### config.mk
export PLATFORM = sky130hd
export DESIGN_NAME = uart_rx_fifo
export DESIGN_NICKNAME = d
export VERILOG_FILES = /design/src/rtl/uart_rx_fifo.sv
export SDC_FILE = /design/constraint.sdc
export NUM_CORES = 1
export LEC_CHECK = 0
export ABC_AREA = 1
export BUFFER_PORTS_ARGS = -buffer_cell sky130_fd_sc_hd__buf_2
export CELL_PAD_IN_SITES_DETAIL_PLACEMENT = 1
export CELL_PAD_IN_SITES_GLOBAL_PLACEMENT = 2
export CORE_MARGIN = 10
export CORE_UTILIZATION = 40
export CTS_BUF_LIST = sky130_fd_sc_hd__clkbuf_2 sky130_fd_sc_hd__clkbuf_4 sky130_fd_sc_hd__clkbuf_8
export DETAILED_ROUTE_END_ITERATION = 12
export PLACE_DENSITY_LB_ADDON = 0.1
export SYNTH_ARGS = -nofsm -noshare
export SYNTH_HDL_FRONTEND = slang
export SYNTH_SLANG_ARGS = --single-unit
### constraint.sdc
create_clock -name clk -period 3.2 [get_ports clk]
set_input_delay 0.32 -clock clk [delete_from_list [all_inputs] [get_ports clk]]
set_output_delay 0.32 -clock clk [all_outputs]
set_load 0.02 [all_outputs]
### src/rtl/uart_rx_fifo.sv
// Receive-side byte FIFO between a UART receiver and its consumer.
// First-word-fall-through read port; pushes into a full FIFO are dropped and flagged in a sticky overrun.
module uart_rx_fifo #(
  parameter int DATA_W = 8,
  parameter int ADDR_W = 4
) (
  input  logic              clk,
  input  logic              reset,
  input  logic              wr,
  input  logic [DATA_W-1:0] w_data,
  input  logic              rd,
  output logic [DATA_W-1:0] r_data,
  output logic              empty,
  output logic              full,
  output logic [ADDR_W:0]   level,
  output logic              overrun,
  input  logic              clr_ovr
);

  localparam int unsigned    DEPTH   = 1 << ADDR_W;
  localparam logic [ADDR_W:0] LEVEL_FULL = (ADDR_W + 1)'(DEPTH);

  logic [DATA_W-1:0] mem [DEPTH];
  logic [ADDR_W-1:0] wp;
  logic [ADDR_W-1:0] rp;
  logic [ADDR_W:0]   level_q;
  logic              overrun_q;

  logic push;
  logic pop;
  logic drop;

  assign empty = (level_q == '0);
  assign full  = (level_q == LEVEL_FULL);

  // A simultaneous read frees the slot, so a write into a full FIFO is accepted when rd is high.
  assign push = wr & (~full | rd);
  assign pop  = rd & ~empty;
  assign drop = wr & full & ~rd;

  // NOTE: the storage array has no reset; pointers and level define validity, so
  // resetting the array would only add a wide reset fan-out with no functional effect.
  always_ff @(posedge clk) begin
    if (push && !reset) begin
      // NOTE: sequential state uses non-blocking assignments so every register
      // samples pre-edge values regardless of statement order.
      mem[wp] <= w_data;
    end
  end

  always_ff @(posedge clk) begin
    if (reset) begin
      wp        <= '0;
      rp        <= '0;
      level_q   <= '0;
      overrun_q <= 1'b0;
    end else begin
      if (push) wp <= wp + 1'b1;
      if (pop)  rp <= rp + 1'b1;

      unique case ({push, pop})
        2'b10:   level_q <= level_q + 1'b1;
        2'b01:   level_q <= level_q - 1'b1;
        default: level_q <= level_q;
      endcase

      // Setting wins over clearing in the same cycle so a fresh drop is never lost.
      if (drop)         overrun_q <= 1'b1;
      else if (clr_ovr) overrun_q <= 1'b0;
    end
  end

  assign level   = level_q;
  assign overrun = overrun_q;
  assign r_data  = empty ? '0 : mem[rp];

endmodule

==> results of run 1 <==
placed cells by master (no fill, tap or decap):
cell	count
clkbuf_4	7
buf_2	28
nand2_2	1
buf_12	1
bufinv_16	2
nand2_1	190
clkbuf_8	17
o21bai_1	1
inv_2	2
o21ai_0	7
edfxtp_1	128
nand4_1	1
xnor2_1	2
buf_4	12
xor2_1	3
ha_1	9
a21oi_1	20
dfxtp_2	1
nand3b_1	1
inv_1	24
nor2_1	27
nand3_1	107
dfxtp_1	17
clkinv_1	4
nand3_2	3
clkinv_2	3
final cells by class:
type                    count  area share
repair buffers             41     0.03646
clock buffers              24     0.04174
inverters                  27     0.01476
flip-flops and latches    146      0.6127
multi-input cells         372      0.2475
clock inverters             8     0.01258
well taps                 188     0.03427
worst max-delay path by stage:
stage / startpoint / end / depth (start not counted)
3_3_place_gp: level[2] / mem[12][1] / 6
2_1_floorplan: level[0] / level[2] / 14
6_report: flop / r_data[3] / 8
5_1_grt: flop / r_data[5] / 8
4_1_cts: flop / r_data[5] / 8
3_5_place_dp: level[2] / mem[13][2] / 6
synth_stat cells:
| cell type | instances | area share |
|---|---|---|
| a21oi_1 | 20 | 0.016 |
| buf_1 | 1 | 0.00060 |
| buf_2 | 7 | 0.0056 |
| buf_4 | 4 | 0.0048 |
| buf_6 | 10 | 0.018 |
| clkbuf_1 | 2 | 0.0012 |
| clkbuf_8 | 2 | 0.0044 |
| clkinv_1 | 1 | 0.00060 |
| dfxtp_1 | 18 | 0.058 |
| edfxtp_1 | 128 | 0.62 |
| ha_1 | 9 | 0.018 |
| inv_1 | 24 | 0.014 |
| inv_2 | 2 | 0.0012 |
| nand2_1 | 190 | 0.11 |
| nand2_2 | 1 | 0.0010 |
| nand3_1 | 107 | 0.086 |
| nand3_2 | 3 | 0.0048 |
| nand3b_1 | 1 | 0.0012 |
| nand4_1 | 1 | 0.0010 |
| nor2_1 | 27 | 0.016 |
| o21ai_0 | 7 | 0.0056 |
| o21bai_1 | 1 | 0.0012 |
| xnor2_1 | 2 | 0.0028 |
| xor2_1 | 3 | 0.0042 |
stage by stage:
stage                     instance area [um2]  instances  setup WS (ps)
after floorplan                          6221        571           1155
after global placement                   6491        774          859.3
after detailed placement                 6491        774          830.3
after CTS                                6864        806          479.3
after global routing                     6864        806          334.1
final                                    6864        806          566.5
registers in the layout, summed over array words and instances, names as in the netlist, named ones only:
| name | count |
|---|---|
| level | 5 |
| overrun | 1 |
| rp | 4 |
| mem | 128 |
| wp | 4 |
power by group:
group / switching (mW) / internal (mW)
Sequential: 0.0783 / 2.14
Combinational: 1.08 / 0.455
Clock: 0.647 / 0.741
layer usage:
metal | GRT usage | share of wire | wire (um)
met1 | 0.2068 | 0.46 | 7303
met2 | 0.2496 | 0.47 | 7511
met3 | 0.03911 | 0.052 | 824
met5 | 0 | 0 | 0
met4 | 0.06170 | 0.013 | 206
kinds of logic (layout without fill, tap and decap cells):
family | count (synthesis) | after routing | share of synthesized area
fa+ha+maj | 9 | 9 | 0.01810
simple gates | 330 | 330 | 0.2251
xor+xnor | 5 | 5 | 0.007041
compound gates | 28 | 28 | 0.02293
flops | 146 | 146 | 0.6758
buf+inv | 53 | 100 | 0.05109
critical path, stage by stage (launching register included):
cell     delay, ps
dfxtp_2        330
buf_4          560
nand2_1        140
nand3_2        110
nand3_1         70
nand2_1        100
nand2_1         60
a21oi_1        260
buf_2          230
==> impl_metrics.toml, run 1 <==
[power_and_ir_drop]
max-vdd-ir-drop_uv = 322.1
p_leak_nw = 2.627
p_total_mw = 5.141
power_density_nw_per_um2 = 749.0

[critical_path]
reg2reg_to = "mem[13][6]"
r2r-start = "level[0]"
cp.required_ps = 2880
cp-end-kind = "output pin"
path_class = "flop to output pin"
ff2ff_path_depth = 6
r2r_setup_slack_ps = 860
cp.arrival_ps = 2310
startpoint_type = "flop"
crit_path_max_fanout = 64

[yosys]
yosys_warnings = 0
avgSynthCellArea_um2 = 10.89
synth.distinct_cells = 24
synth_cells = 571
syn_area_um2 = 6221
synth_seq_area_share = 0.6758
synth.net_count = 593
ys_seq_elements = 146

[timing]
min_period_over_period = 0.8230
holdWs_ps = 125.1
fmax_mhz = 379.7
finClkSkew_ps = 10.70
rsz0062_at_grt = "false"
finalCriticalPeriod_ps = 2633
setup_viol = 0
hold_violations = 0
tightestPinTransition_ps = 1109
setup_tns_ps = 0
slew_headroom = 0.2577
maxSlewViolCount = 0

[finish]
final_core_util = 0.4515
multi_input_comb_area_um2 = 1699
insertedDiodeCount = 0
regArea_um2 = 4205
area_growth_pct = 10.34
nets = 627
fillers = 1712
final_layout_size_suffix_gt1_frac = 0.1246

[placement]
gp_congestion = 0.7562
portBuffers = 28
dp_hpwl_um = 10180

[floorplanning]
dieHeight_um = 144.7
start_util = 0.4092
rows = 45
die-area_um2 = 20940
core_um2 = 15200
io_pins = 29
die_w_um = 144.7

[cts]
clk_latency_ps = 440
clk_transition_reported_paths_ps = 80
cts.sinks = 146
root_buffer = "clkbuf_8"
ctsLongestPathBuffers = 2
cts_tree = "built"
cts-buffers-inserted = 17
post_cts_buffers = 0
cts_hold_buf = 0
cts-htree-levels = 4
post_cts_resize_count = 0

[worst_hold_path]
worstHoldStart = "clr_ovr"
min_to = "overrun"
hold_class = "input port to flop"
hold_depth = 4

[global_routing]
grt_pass1_vias = 4327
grt_usage = 0.1587
grt_pass1_wl_um = 24540
antenna_found_initial = 0
grt_max_degree = 65
grt_overflow = 0

[run_status]
status = "finished, final reports clean"

[routing]
via_per_inst = 5.211
wl_per_cell_um = 19.66
ant_nets = 0
vias = 4200
routed_wirelength_um = 15850
first_pass_iters = 4
drc = 0
drt_iter0_drc = 210

[job]
cap_violations = 0
(Power assumes the default switching activity.)
==> run 2, diff against run 1 <==
--- a/config.mk
+++ b/config.mk
@@ -5,7 +5,7 @@
 export SDC_FILE = /design/constraint.sdc
 export NUM_CORES = 1
 export LEC_CHECK = 0
-export ABC_AREA = 1
+export ABC_AREA = 0
 export BUFFER_PORTS_ARGS = -buffer_cell sky130_fd_sc_hd__buf_2
 export CELL_PAD_IN_SITES_DETAIL_PLACEMENT = 1
 export CELL_PAD_IN_SITES_GLOBAL_PLACEMENT = 2
==> constraint.sdc (replaced) <==
create_clock -name clk -period 2.6 [get_ports clk]
set_input_delay 0.26 -clock clk [delete_from_list [all_inputs] [get_ports clk]]
set_output_delay 0.26 -clock clk [all_outputs]
set_load 0.02 [all_outputs]
==> run 2 against run 1 <==
The flow now finishes with violations (negative setup slack). Worst hold slack lost 4.3 ps. Via count shrank 24%. Register-to-register slack lost 930 ps. Core utilization grew 3.2 points. Synthesized cell count shrank 41%. Design area grew 2.7%. Die area shrank 3.5%. Sequential cell count is the same. Non-clock buffer count grew 27. Largest cell class unchanged.
==> impl_metrics.toml, run 2 <==
[yosys]
avgSynthCellArea_um2 = 17.76
synth.top_cell.area_share = 0.6442
yosys.area.top_type = "edfxtp_1"
syn_area_um2 = 5967
synth.net_count = 358
synth_edf_count = 128
ys_top_cells_by_count = "edfxtp_1 (128), mux4_2 (32), nor2_1 (29)"
ys_seq_elements = 146
synth_cells = 336
async_reset_ff_frac = 0
synth_seq_area_share = 0.7046
synth_ff_type = "edfxtp_1"
yosys_warnings = 0
synth.distinct_cells = 40
yosysMostFrequentCell = "edfxtp_1"
synth_area_leaders = "edfxtp_1 (64%), mux4_2 (12%), dfxtp_1 (6.0%), a211oi_1 (2.0%), ha_1 (1.9%)"

[timing]
maxSlewViolCount = 0
fmax_mhz = 374.1
hold_violations = 0
setup_viol = 1
finalCriticalPeriod_ps = 2673
tightestPinTransition_ps = 981.7
min_period_over_period = 1.028
worst_slack_ps = -73.22
rsz0062_at_grt = "true"
finClkSkew_ps = 12.80
holdWs_ps = 120.8
slew_headroom = 0.3431

[run_status]
status = "complete, but fails checks"
violations = "negative setup slack"

[critical_path]
path_class = "flop to flop"
startpoint_type = "flop"
cp.required_ps = 2990
crit_path_max_fanout = 3
cp-end-kind = "flop"
cp.arrival_ps = 3060

[global_routing]
grt_usage = 0.1342
grt_pass1_wl_um = 20300
gr-usage-met1 = 0.1657
grt_max_degree = 25
gr-usage-met2 = 0.2205
grt_pass1_vias = 3603
antenna_found_initial = 0
gr-max-usage-layer = "met2"
use_met3 = 0.03672
grt_overflow = 0

[floorplanning]
rows = 44
start_util = 0.4090
core_um2 = 14590
die_w_um = 142.1
die-area_um2 = 20200
dieHeight_um = 142.1
io_pins = 29

[cts]
cts_hold_buf = 0
root_buffer = "clkbuf_8"
clk_latency_ps = 440
cts.sinks = 146
cts-buffers-inserted = 17
cts_tree = "built"
cts-htree-levels = 4
clk_transition_reported_paths_ps = 80
ctsLongestPathBuffers = 2

[routing]
first_pass_iters = 4
ant_nets = 0
drc = 0
drt_iter0_drc = 182
routed_wirelength_um = 12900
vias = 3213
wl_per_cell_um = 21.54
via_per_inst = 5.364

[placement]
portBuffers = 28
gp_congestion = 0.7246
dp_hpwl_um = 8701
placed_cells = 557

[power_and_ir_drop]
p_leak_nw = 2.366
max-vdd-ir-drop_uv = 554.0
power_density_nw_per_um2 = 907.8

[finish]
nets = 424
largest_reg_flops = 128
final_common_cell = "edfxtp_1"
final_layout_size_suffix_gt1_frac = 0.3687
insertedDiodeCount = 0
instances_no_fill = 599
final_cell_mix = "edfxtp_1 (128), buf_4 (39), mux4_2 (32)"
regMostFlops = "mem"
area_growth_pct = 18.16

[job]
cap_violations = 0

[worst_hold_path]
hold_class = "input port to flop"
==> run 2: power breakdown <==
group          leakage, nW  switching [mW]  total [mW]  internal, mW
logic                0.850            1.04        1.87         0.831
registers             1.30          0.0772        2.72          2.64
clock network        0.213           0.820        1.82         0.996
==> run 2: routing by layer <==
layer | up-vias | wire length [um]
met1 | 1686 | 5758
met2 | 55 | 6525
met5 | - | 0
met4 | 0 | 139
li1 | 1459 | -
met3 | 13 | 481
==> run 2: path summary, 6_finish.rpt <==
check	to	startpoint	cells past startpoint	slack (ps)
hold / removal	overrun	clr_ovr	4	120
setup reg to reg	level[4]	level[2]	10	-70
hold reg to reg	flop	rp[3]	2	540
setup / recovery	level[4]	level[2]	10	-70
==> run 2: through the flow <==
| stage | util | power, mW | worst slack, ps | instance area (um2) | setup TNS (ps) |
|---|---|---|---|---|---|
| global route | 0.4833 | 6.740 | -187.4 | 7051 | -223.1 |
| CTS | 0.4763 | 6.414 | -71.87 | 6949 | -71.87 |
| floorplan | - | 3.886 | -335.2 | 6001 | -455.1 |
| detailed placement | 0.4452 | 4.547 | -93.75 | 6495 | -93.75 |
| global placement | 0.4452 | 4.518 | -25.13 | 6495 | -25.13 |
| finish | 0.4833 | 6.400 | -73.22 | 7051 | -73.22 |
==> run 2: what timing repair did <==
action | in CTS | in global routing
buffers inserted | 2 | 8
endpoints found under the hold margin | 0 | 0
setup endpoints to repair | 9 | 9
resized for setup | 7 | 9
pin swaps | 0 | 3
==> run 2: worst max-delay path, cell delays in order (launching register included) <==
cell and delay [ps]:
dfxtp_2 320, or4_4 550, o31a_1 360, inv_4 80, ha_4 140, xor2_2 140
ha_2 190, o21ai_1 60, or3_4 340, a2111o_1 370, nand4_1 70
==> run 2: kinds of logic (layout without fill, tap and decap cells) <==
group,after synthesis,after routing,synth area share
and+or+nand+nor,70,70,0.05997
adders and majority gates,9,9,0.01887
muxes,43,43,0.1392
DFF,146,146,0.7046
buffers and inverters,27,106,0.02160
xor gates and xnor gates,8,8,0.01174
AOI/OAI and AO/OA,33,33,0.04404
==> run 2: final cells by class <==
cell class	count	area, um2
Clock buffer	21	270.3
Multi-Input combinational cell	163	1692
Tap cell	184	230.2
Inverter	6	25.02
Clock inverter	11	136.4
Fill cell	1391	7538
Sequential cell	146	4219
Timing Repair Buffer	68	478.0
